==> src/rtl/lif_pkg.sv <==
`default_nettype none
// ============================================================================
//  Module   : lif_pkg
//  Purpose  : Shared opcodes, FSM state type and reset values for the LIF layer.
//  Revision : 1.0  initial release
// ============================================================================
package lif_pkg;

    localparam logic [2:0] OP_INPUTS    = 3'b000;
    localparam logic [2:0] OP_WEIGHTS   = 3'b001;
    localparam logic [2:0] OP_THRESHOLD = 3'b010;
    localparam logic [2:0] OP_SHIFT     = 3'b011;
    localparam logic [2:0] OP_CLEAR     = 3'b111;

    typedef enum logic [1:0] {
        ST_IDLE    = 2'd0,
        ST_COMPUTE = 2'd1,
        ST_DONE    = 2'd2
    } lif_state_t;

    // Replicated across the whole weight word: every synapse starts at +1.
    localparam logic        WEIGHT_INIT    = 1'b1;
    localparam int unsigned THRESHOLD_INIT = 5;

endpackage
`default_nettype wire

==> src/rtl/lif_update.sv <==
`default_nettype none
// ============================================================================
//  Module   : lif_update
//  Purpose  : Combinational single-neuron step: binary-weight sum, shift leak,
//             saturation, threshold compare and reset-by-subtraction.
//  Revision : 1.0  initial release
// ============================================================================
module lif_update #(
    parameter int N_INPUTS       = 32,
    parameter int MEMBRANE_BITS  = 8,
    parameter int THRESHOLD_BITS = 6,
    parameter int SHIFT_BITS     = 3
) (
    input  logic [N_INPUTS-1:0]             inputs,
    input  logic [N_INPUTS-1:0]             weight,
    input  logic signed [MEMBRANE_BITS-1:0] membrane,
    input  logic [THRESHOLD_BITS-1:0]       threshold,
    input  logic [SHIFT_BITS-1:0]           shift,
    output logic signed [MEMBRANE_BITS-1:0] membrane_next,
    output logic                            spike
);

    localparam int SUM_W = $clog2(N_INPUTS) + 2;
    // Two guard bits over the wider of membrane and sum so the add can never wrap.
    localparam int EXT_W = ((MEMBRANE_BITS > SUM_W) ? MEMBRANE_BITS : SUM_W) + 2;
    localparam logic signed [EXT_W-1:0] c_mem_max = EXT_W'((1 << (MEMBRANE_BITS - 1)) - 1);
    localparam logic signed [EXT_W-1:0] c_mem_min = EXT_W'(-(1 << (MEMBRANE_BITS - 1)));

    logic [SUM_W-1:0]                w_pos;
    logic [SUM_W-1:0]                w_neg;
    logic signed [SUM_W-1:0]         w_sum;
    logic signed [MEMBRANE_BITS-1:0] w_leak;
    logic signed [EXT_W-1:0]         w_m1;
    logic signed [EXT_W-1:0]         w_sat;
    logic signed [EXT_W-1:0]         w_thr;
    logic signed [EXT_W-1:0]         w_diff;

    always_comb begin
        w_pos = '0;
        w_neg = '0;
        for (int i = 0; i < N_INPUTS; i++) begin
            w_pos = w_pos + SUM_W'(inputs[i] & weight[i]);
            w_neg = w_neg + SUM_W'(inputs[i] & ~weight[i]);
        end
    end

    assign w_sum = signed'(w_pos - w_neg);

    // A zero shift means "no leak", not "leak the whole membrane".
    always_comb begin
        w_leak = '0;
        if (shift != '0) begin
            w_leak = membrane >>> shift;
        end
    end

    assign w_m1 = EXT_W'(membrane) - EXT_W'(w_leak) + EXT_W'(w_sum);

    always_comb begin
        if (w_m1 > c_mem_max) begin
            w_sat = c_mem_max;
        end else if (w_m1 < c_mem_min) begin
            w_sat = c_mem_min;
        end else begin
            w_sat = w_m1;
        end
    end

    assign w_thr         = signed'(EXT_W'(threshold));
    assign spike         = (w_sat >= w_thr);
    assign w_diff        = w_sat - w_thr;
    assign membrane_next = spike ? MEMBRANE_BITS'(w_diff) : MEMBRANE_BITS'(w_sat);

endmodule
`default_nettype wire

==> src/rtl/lif_layer_tdm.sv <==
`default_nettype none
// ============================================================================
//  Module   : lif_layer_tdm
//  Purpose  : Layer of LIF neurons sharing one update datapath, one neuron per
//             cycle, configured over a byte-wide setup bus.
//  Revision : 1.0  initial release
// ============================================================================
module lif_layer_tdm
    import lif_pkg::*;
#(
    parameter int N_INPUTS       = 32,
    parameter int N_NEURONS      = 4,
    parameter int MEMBRANE_BITS  = 8,
    parameter int THRESHOLD_BITS = 6,
    parameter int SHIFT_BITS     = 3
) (
    input  logic                             clk,
    input  logic                             rst_n,
    input  logic [7:0]                       data_in,
    input  logic [2:0]                       setup_control,
    input  logic                             setup_valid,
    input  logic [$clog2(N_NEURONS)-1:0]     neuron_sel,
    input  logic                             start,
    output logic                             busy,
    output logic                             done,
    output logic [N_NEURONS-1:0]             spikes,
    output logic signed [MEMBRANE_BITS-1:0]  membrane_out
);

    localparam int SEL_W = $clog2(N_NEURONS);

    lif_state_t                      r_state;
    logic [N_INPUTS-1:0]             r_inputs;
    logic [N_INPUTS-1:0]             r_weights [N_NEURONS];
    logic [THRESHOLD_BITS-1:0]       r_thresh  [N_NEURONS];
    logic signed [MEMBRANE_BITS-1:0] r_mem     [N_NEURONS];
    logic [SHIFT_BITS-1:0]           r_shift;
    logic [SEL_W-1:0]                r_idx;
    logic [N_NEURONS-1:0]            r_spk_acc;

    logic                            w_sel_ok;
    logic [N_INPUTS-1:0]             w_inputs_shifted;
    logic [N_INPUTS-1:0]             w_weight_shifted;
    logic signed [MEMBRANE_BITS-1:0] w_mem_next;
    logic                            w_spike;

    assign w_sel_ok = (32'(neuron_sel) < N_NEURONS);

    generate
        if (N_INPUTS > 8) begin : g_shift_wide
            assign w_inputs_shifted = {r_inputs[N_INPUTS-9:0], data_in};
            assign w_weight_shifted = {r_weights[neuron_sel][N_INPUTS-9:0], data_in};
        end else begin : g_shift_byte
            assign w_inputs_shifted = data_in;
            assign w_weight_shifted = data_in;
        end
    endgenerate

    lif_update #(
        .N_INPUTS       (N_INPUTS),
        .MEMBRANE_BITS  (MEMBRANE_BITS),
        .THRESHOLD_BITS (THRESHOLD_BITS),
        .SHIFT_BITS     (SHIFT_BITS)
    ) u_update (
        .inputs        (r_inputs),
        .weight        (r_weights[r_idx]),
        .membrane      (r_mem[r_idx]),
        .threshold     (r_thresh[r_idx]),
        .shift         (r_shift),
        .membrane_next (w_mem_next),
        .spike         (w_spike)
    );

    always_ff @(posedge clk or negedge rst_n) begin
        if (!rst_n) begin
            r_state      <= ST_IDLE;
            r_inputs     <= '0;
            r_shift      <= '0;
            r_idx        <= '0;
            r_spk_acc    <= '0;
            for (int n = 0; n < N_NEURONS; n++) begin
                r_weights[n] <= {N_INPUTS{WEIGHT_INIT}};
                r_thresh[n]  <= THRESHOLD_BITS'(THRESHOLD_INIT);
                r_mem[n]     <= '0;
            end
            spikes       <= '0;
            busy         <= 1'b0;
            done         <= 1'b0;
            membrane_out <= '0;
        end else begin
            done         <= 1'b0;
            membrane_out <= r_mem[neuron_sel];
            case (r_state)
                ST_IDLE: begin
                    // start takes priority over a setup write in the same cycle
                    if (start) begin
                        r_state <= ST_COMPUTE;
                        r_idx   <= '0;
                        busy    <= 1'b1;
                    end else if (setup_valid) begin
                        case (setup_control)
                            OP_INPUTS:    r_inputs <= w_inputs_shifted;
                            OP_WEIGHTS:   if (w_sel_ok) r_weights[neuron_sel] <= w_weight_shifted;
                            OP_THRESHOLD: if (w_sel_ok) r_thresh[neuron_sel] <= data_in[THRESHOLD_BITS-1:0];
                            OP_SHIFT:     r_shift <= data_in[SHIFT_BITS-1:0];
                            OP_CLEAR: begin
                                for (int n = 0; n < N_NEURONS; n++) begin
                                    r_mem[n] <= '0;
                                end
                            end
                            default: ;
                        endcase
                    end
                end
                ST_COMPUTE: begin
                    r_mem[r_idx]     <= w_mem_next;
                    r_spk_acc[r_idx] <= w_spike;
                    if (r_idx == SEL_W'(N_NEURONS - 1)) begin
                        r_state <= ST_DONE;
                    end else begin
                        r_idx <= r_idx + 1'b1;
                    end
                end
                ST_DONE: begin
                    spikes  <= r_spk_acc;
                    done    <= 1'b1;
                    busy    <= 1'b0;
                    r_state <= ST_IDLE;
                end
                default: r_state <= ST_IDLE;
            endcase
        end
    end

endmodule
`default_nettype wire

==> config.mk <==
export PLATFORM = sky130hd
export DESIGN_NAME = lif_layer_tdm
export DESIGN_NICKNAME = d
export VERILOG_FILES = /design/src/rtl/lif_pkg.sv /design/src/rtl/lif_update.sv /design/src/rtl/lif_layer_tdm.sv
export SDC_FILE = /design/constraint.sdc
export NUM_CORES = 1
export LEC_CHECK = 0
export CORE_MARGIN = 3
export CORE_UTILIZATION = 41
export CTS_BUF_LIST = sky130_fd_sc_hd__clkbuf_8
export CTS_CLUSTER_SIZE = 40
export DETAILED_ROUTE_END_ITERATION = 12
export PLACE_DENSITY = 0.67
export SYNTH_ARGS = -nofsm -noshare
export SYNTH_HDL_FRONTEND = slang
export SYNTH_HIERARCHICAL = 1
export SYNTH_SLANG_ARGS = --single-unit
export TNS_END_PERCENT = 50
==> constraint.sdc <==
create_clock -name clk -period 31 [get_ports clk]
set_input_delay 6.2 -clock clk [delete_from_list [all_inputs] [get_ports clk]]
set_output_delay 6.2 -clock clk [all_outputs]
set_load 0.01 [all_outputs]
==> results of run 1 <==
-- synthesized netlist by cell type (all sizes together) (3+ instances only) --
| cell | instances |
|---|---|
| and2 | 25 |
| o211ai | 4 |
| clkbuf | 9 |
| dfstp | 136 |
| buf | 44 |
| nand2b | 18 |
| a21oi | 16 |
| o2bb2ai | 32 |
| nand3b | 5 |
| inv | 101 |
| a31oi | 4 |
| a21o | 8 |
| o2111ai | 3 |
| nand2 | 74 |
| o21ai | 14 |
| o21a | 3 |
| nor2 | 14 |
| o21bai | 3 |
| mux4 | 79 |
| a22o | 3 |
| nor2b | 27 |
| fa | 62 |
| dfrtp | 105 |
| mux2i | 9 |
| xor2 | 6 |
| a211oi | 3 |
| nor3b | 4 |
| mux2 | 197 |
| xnor2 | 4 |
| ha | 39 |
| nand3 | 13 |
-- path summary, 6_finish.rpt --
kind,start,endpoint,slack [ps],cells past startpoint
max in group asynchronous,rst_n,r_idx[0],23810,2
min,r_thresh[15],r_thresh[15],500,1
max,r_idx[0],r_mem[27],17850,44
min in group asynchronous,rst_n,r_mem[17],5680,1
min reg2reg,r_thresh[15],r_thresh[15],500,1
max reg2reg,r_idx[0],r_mem[27],17850,44
-- layer usage --
layer / GRT usage / wire length [um] / up-vias
li1: - / - / 3951
met1: 0.236 / 14600 / 4565
met2: 0.269 / 15100 / 145
met3: 0.0303 / 1170 / 45
met4: 0.0494 / 618 / 0
met5: 0 / 0 / -
-- worst register-to-register path, delay by kind of cell (launching register included) --
kind / cells / cell delay, ps
muxes: 2 / 1080
and+or+nand+nor: 6 / 1050
AOI/OAI and AO/OA: 13 / 2320
adders and majority gates: 16 / 6850
buffers and inverters: 7 / 1110
DFF: 1 / 690
-- cell usage in the layout (no fill, tap or decap), types with 4 or more instances in the layout --
cell	netlist	routed
sky130_fd_sc_hd__nand3b_1	5	5
sky130_fd_sc_hd__a31oi_1	4	4
sky130_fd_sc_hd__xnor2_1	4	4
sky130_fd_sc_hd__clkdlybuf4s50_1	0	27
sky130_fd_sc_hd__mux2_2	181	181
sky130_fd_sc_hd__nor2_1	14	14
sky130_fd_sc_hd__fa_1	62	62
sky130_fd_sc_hd__xor2_1	6	6
sky130_fd_sc_hd__dfstp_2	136	136
sky130_fd_sc_hd__inv_1	101	118
sky130_fd_sc_hd__mux2i_1	9	9
sky130_fd_sc_hd__ha_1	39	39
sky130_fd_sc_hd__and2_1	24	24
sky130_fd_sc_hd__o21ai_0	12	12
sky130_fd_sc_hd__a21oi_1	15	15
sky130_fd_sc_hd__clkinv_2	0	5
sky130_fd_sc_hd__mux4_2	60	60
sky130_fd_sc_hd__nand2_1	73	73
sky130_fd_sc_hd__nand3_4	5	5
sky130_fd_sc_hd__nand2b_1	18	18
sky130_fd_sc_hd__nand3_1	8	8
sky130_fd_sc_hd__nor2b_1	27	27
sky130_fd_sc_hd__buf_4	0	6
sky130_fd_sc_hd__dfrtp_1	105	103
sky130_fd_sc_hd__o2bb2ai_1	32	32
sky130_fd_sc_hd__clkbuf_8	0	49
sky130_fd_sc_hd__mux2_4	14	14
sky130_fd_sc_hd__mux4_1	19	19
sky130_fd_sc_hd__a21o_1	8	8
-- registers in the layout, indices dropped and copies added (netlist names), 2 cells and up --
name and flops:
r_idx 2, r_thresh 24, r_state 2, r_mem 32
r_inputs 32, r_shift 3, membrane_out 8, r_weights 128
spikes 4, r_spk_acc 4
-- logic make-up (layout without fill, tap and decap cells) --
group	count (synthesis)	count (layout)	share of synthesized area
AOI/OAI and AO/OA	103	103	0.0533
DFF	241	241	0.416
adders and majority gates	101	101	0.116
and+or+nand+nor	192	192	0.0727
muxes	285	285	0.283
xor gates and xnor gates	10	10	0.00588
buffers and inverters	155	214	0.0530
-- cell type report --
type,instances,area [um2],share of cell area
clock inverter,27,129,0.00795
timing repair buffer,36,340,0.0210
inverter,102,383,0.0236
sequential,241,6210,0.383
tap,461,577,0.0356
multi-input combinational,691,7900,0.487
clock buffer,49,674,0.0416
-- per-stage QoR --
stage	area (um2)	utilization
floorplan	14900	-
global placement	15400	0.432
detailed placement	15400	0.432
CTS	16200	0.455
global route	16200	0.455
finish	16200	0.455
==> run summary, run 1 <==
The number of enable-type register cells in the synthesized netlist came out at 0. The max-capacitance violation count is 0. The maximum number of pins on one net before global-route repair came out at 92. The run finished with clean final reports. Synthesis inferred between 200 and 250 register bits.

For the final routed database, the setup TNS stands at 0 ps. The number of hold-slack violations in the final timing report came to 0. The path class of the tightest hold or removal check is reg -> reg.

Row generation in the floorplan step produced 69 rows. Measured along the y axis, the die boundary spans 197 um. The clock passes through at most 3 buffers.

The sequential element share of the synthesized area came out at 0.416. The worst-case setup slack after placement is ~18,000 ps. The number of unique standard cell types used by synthesis is 65.

The cell that appears most often on the critical path is sky130_fd_sc_hd__fa_1. The HPWL reported at the end of detailed placement came out at approximately 21,000 um. The number of instances resized during post-cts repair is 0. The detail route stage leaves a number of antenna-violating nets equal to 0. The wire length of the first global-routing pass is 51,600 um. The area of the placeable core is 35,700 um2.

The first detailed-routing pass ran for 4 iterations. The quantity of I/O buffers inserted on ports is 30. The level count of the clock H-tree is 2. The cell sitting at the root of the clock tree is a sky130_fd_sc_hd__clkbuf_8. The post-CTS setup-driven buffer insertion count came out at 0. Routability-driven placement finished with a final weighted congestion of 0.852.

During I/O placement, the number of pins put on the boundary was 31. The fraction of layout cells with a size suffix above 1 is 0.416. By startpoint and endpoint, the worst setup path is classified as reg -> reg. The number of cells produced by synthesis came out at 1,087.

Clock tree synthesis inserted a total of 42 buffers. The final wirelength is 31,500 um. TritonCTS built the clock tree. The clock insertion delay at the later pin of the skew report came out at 560 ps. Counting every net in the synthesized netlist gives between 1,000 and 1,500. The achievable frequency came out at 76.1 MHz. The Yosys step of the flow raised 6 warnings. The synthesized area came out at around 15,000 um2. The number of fill cells is 3,187.

The dominant synthesized flop cell is sky130_fd_sc_hd__dfstp_2. Of all nets on the critical path, the largest fanout is 30. Of the available clock period, the critical path in the final layout requires 0.424. After detailed routing, the number of remaining DRC violations is 0.

The overall die width came out at roughly 200 um. Dividing the detail-routed via count by the number of cells gives 5.42. In the final routed layout, each cell accounts on average for 19.6 um. STA classifies the critical path startpoint as a flip-flop. The area of the die came out at 38,600 um2. The top cell type's share of synthesized area came out at 0.240. Buffers inserted to repair hold after CTS numbered 0.

The average cell area after synthesis is 13.7 um2. Clock tree synthesis found a total of roughly 240 sinks. The required time reported for the critical path endpoint is approximately 31,000 ps.

The violation count after the first detailed-routing iteration came out at roughly 450. The number of global-route vias before repair came to roughly 9,400. The overall global routing resource usage came out at 0.168.

Ranked by total cell area, the synthesized netlist is headed by sky130_fd_sc_hd__dfstp_2 (24%), sky130_fd_sc_hd__dfrtp_1 (18%), sky130_fd_sc_hd__mux2_2 (14%). The clock-pin transition on the worst setup and hold timing paths is 60 ps. The worst setup path is captured at a flip-flop.

The cell family contributing the most delay on the critical path is adder cells. The area overhead of the layout relative to synthesis is 8.85%. The worst relative slew slack is 0.230. Counting both buffers and inverters, the worst setup path holds a total of 7. The slowest stage of the critical path is the sky130_fd_sc_hd__dfrtp_4 cell. At the pin with the least slew margin, the transition time is 1160 ps.

The initial antenna violation count is 0. The final setup slack of the worst path is 17,850 ps. The minimum hold slack is approximately 500 ps. The critical path arrival is approximately 14,000 ps. The net count reported at finish came out at 1,232.

Summed over all instances, the cell type with the most area after synthesis is sky130_fd_sc_hd__dfstp_2. The effective utilization at floorplan is 0.418. The delay contributed by the slowest stage of the critical path is 690 ps. Leaving out filler cells and counting taps, the final layout contains 1,607. The global route total overflow is 0. Counting I/O delays and the setup requirement, the final critical path takes 13,150 ps.

The setup clock skew after layout is 21.5 ps. 0 antenna diodes ended up in the layout. The routed layout has 8,706 vias. The count of final max-slew check failures was 0. Of all flip-flops after synthesis, the portion carrying an async set or reset was 1.00.

Setup violations remaining at the end of the flow were counted as 0. The total instance count after detailed placement is ~1,500. Setup repair after global routing left no endpoint under its margin.
Power of run 1 is not shown: default switching activity piles up to over one toggle a cycle in this logic, so the estimate is an artifact.
==> run 2: changes to the inputs <==
==> constraint.sdc (replaced) <==
create_clock -name clk -period 12.8 [get_ports clk]
set_input_delay 2.56 -clock clk [delete_from_list [all_inputs] [get_ports clk]]
set_output_delay 2.56 -clock clk [all_outputs]
set_load 0.01 [all_outputs]
==> run summary, run 2 (synthesis results as in run 1) <==
Of the cells placed in the final design, the portion with a size suffix greater than 1 is 0.423. The detailed router finished its first iteration with 471 violations. The HPWL reported at the end of detailed placement is approximately 21,000 um. The worst setup path is captured at a flip-flop. The maximum clock insertion buffer count came out at 3. The routed length per instance came out at 19.6 um. In this run the worst path has a maximum fanout of 10. The buffering stage count on the worst path with inverters included came out at 7. More flip-flops sit in one register than any other, and that register is r_weights.

The number of global-route vias before repair came out at 9,262. The number of hold-slack violations in the final timing report came out at 0. Relative to the synthesized area, the layout overhead comes to 9.11%. The critical path is of the reg -> reg type. For the final database, setup skew stands at 28.4 ps. The flow ran to the end, and the final reports show no timing, DRC or antenna violations.

In this run the tool buffered the top-level ports with 30 buffer cells. The initial antenna violation count came out at 0. The later pin in the worst-skew pair is clocked with a latency of between 500 and 600 ps.

Adding up every negative setup slack in the final design gives 0 ps. At the worst endpoint, the arrival time is 12,440 ps. In this design, the largest share of critical-path delay is due to adder cells.

The overall global routing resource usage is 0.169. CTS saw 241 sinks. Once detail routing completed, the nets flagged for antenna violations numbered 0.

The die is 197 um wide. The clock period minus final worst setup slack came out at approximately 12,000 ps. The height of the die is 197 um.

At the end of the flow the core is filled with cells to 0.456. The critical path capture point is r_mem[11]. The required time reported for the critical path endpoint came out at ~13,000 ps. The endpoint of the worst register-to-register path is r_mem[11]. Setup repair after global routing left no endpoint under its margin. The routed layout has 8,807 vias. The launch point of the worst path is r_idx[0]. The worst setup path is launched from a flip-flop. The effective utilization at floorplan came out at 0.418.

The first global-routing pass estimated 51,800 um of wire. The congestion estimate from routability-driven global placement came to 0.840. The delay contributed by the slowest stage of the critical path came out at between 500 and 600 ps. In this run, CTS created clock tree buffers numbering 42. The number of remaining DRC errors is 0. The startpoint identified for the worst register-to-register timing path is r_idx[0]. The min-delay analysis places its worst path in the category reg -> reg. The area of the placeable core came out at 35,700 um2. The antenna diode instance count is 0. The count of final max-slew check failures was 0.

In the final layout, the registers with the most flip-flops are r_weights: 128 flops, r_inputs: 32 flops, r_mem: 32 flops. For this design, the slowest cell found on the critical path is sky130_fd_sc_hd__fa_1. The worst relative slew slack came out at 0.228.

The final setup slack of the worst path is 813 ps. The TritonCTS clock tree is built. After floorplanning, the core was divided into 69 placement rows. The net count of the finished layout is between 1,000 and 1,500. The number of flip-flops under the largest register name is 128. The library cell used most frequently in the layout, excluding fill and tap cells, is sky130_fd_sc_hd__mux2_2. The cell depth of the worst flop-to-flop path came out at 43.

Using the TritonRoute via totals, the vias-per-cell ratio works out to approximately 5.5. The final wirelength is 31,600 um. The max-capacitance violation count is 0. The top cell types in the final layout, fill and taps aside, are sky130_fd_sc_hd__mux2_2 (181), sky130_fd_sc_hd__dfstp_2 (136), sky130_fd_sc_hd__inv_1 (118). The area of the die came out at 38,600 um2.

For this design the top-level I/O count stands at 31. The flop-to-flop setup slack is 810 ps. The clock root buffer is sky130_fd_sc_hd__clkbuf_8. The achievable frequency is 83.4 MHz. Setup violations remaining at the end of the flow were counted as 0. The number of buffers inserted by hold repair at cts came out at 0.

Entering global routing, the biggest net connects 100 pins. The global route total overflow came out at 0. After clock tree synthesis, the clock-pin slew on the worst setup and hold paths is about 60 ps. The depth of the critical timing path with buffers and inverters included is 43.

The final period utilization is 0.936. The worst-case setup slack after placement is 392 ps. The cell repeated most along the worst path is sky130_fd_sc_hd__fa_1. At the pin with the least slew margin, the transition time is 1160 ps. The number of search-and-repair iterations in the first detailed-routing pass is 4. The H-tree was split into 2 levels.
[run 2: cell types whose count changed in the layout (fill, tap and decap cells not counted), sizes merged]
cell / change
inv: +2
clkinvlp: -2
clkinv: -2
clkbuf: -2
buf: +5
[run 2: timing repair]
action / in CTS / in global routing
gates resized for setup: 0 / 9
buffers inserted: 0 / 4
setup endpoints to repair: 0 / 36
[run 2: final cells by class]
cell class	count	area (um2)
Clock buffer	47	647
Multi-Input combinational cell	691	7930
Sequential cell	241	6210
Timing Repair Buffer	41	390
Tap cell	461	577
Fill cell	3161	19400
Clock inverter	25	113
Inverter	102	383
[run 2: worst min path at each step]
stage                       startpoint  depth (start not counted)            to  slack (ps)
after floorplan           r_spk_acc[0]                          1     spikes[0]         470
after global routing      r_thresh[15]                          1  r_thresh[15]         520
after global placement    r_thresh[13]                          1  r_thresh[13]         480
after CTS                 r_spk_acc[2]                          1  r_spk_acc[2]         510
final                     r_thresh[16]                          1  r_thresh[16]         500
after detailed placement  r_thresh[19]                          1  r_thresh[19]         490
[run 2: metrics by stage]
stage	hold slack, ps	std cells	instance area, um2
6_report	504	1608	16300
5_1_grt	520	1608	16300
4_1_cts	506	1604	16200
3_5_place_dp	493	1532	15400
3_3_place_gp	482	1532	15400
2_1_floorplan	474	1087	14900
[run 2: routing by layer]
| layer | up-vias | GRT usage | part of all wire |
|---|---|---|---|
| met4 | 0 | 0.0465 | 0.020 |
| li1 | 3949 | - | - |
| met2 | 212 | 0.278 | 0.49 |
| met1 | 4592 | 0.232 | 0.44 |
| met3 | 54 | 0.0330 | 0.048 |
| met5 | - | 0 | 0 |
Power of run 2 is left out for the same reason.
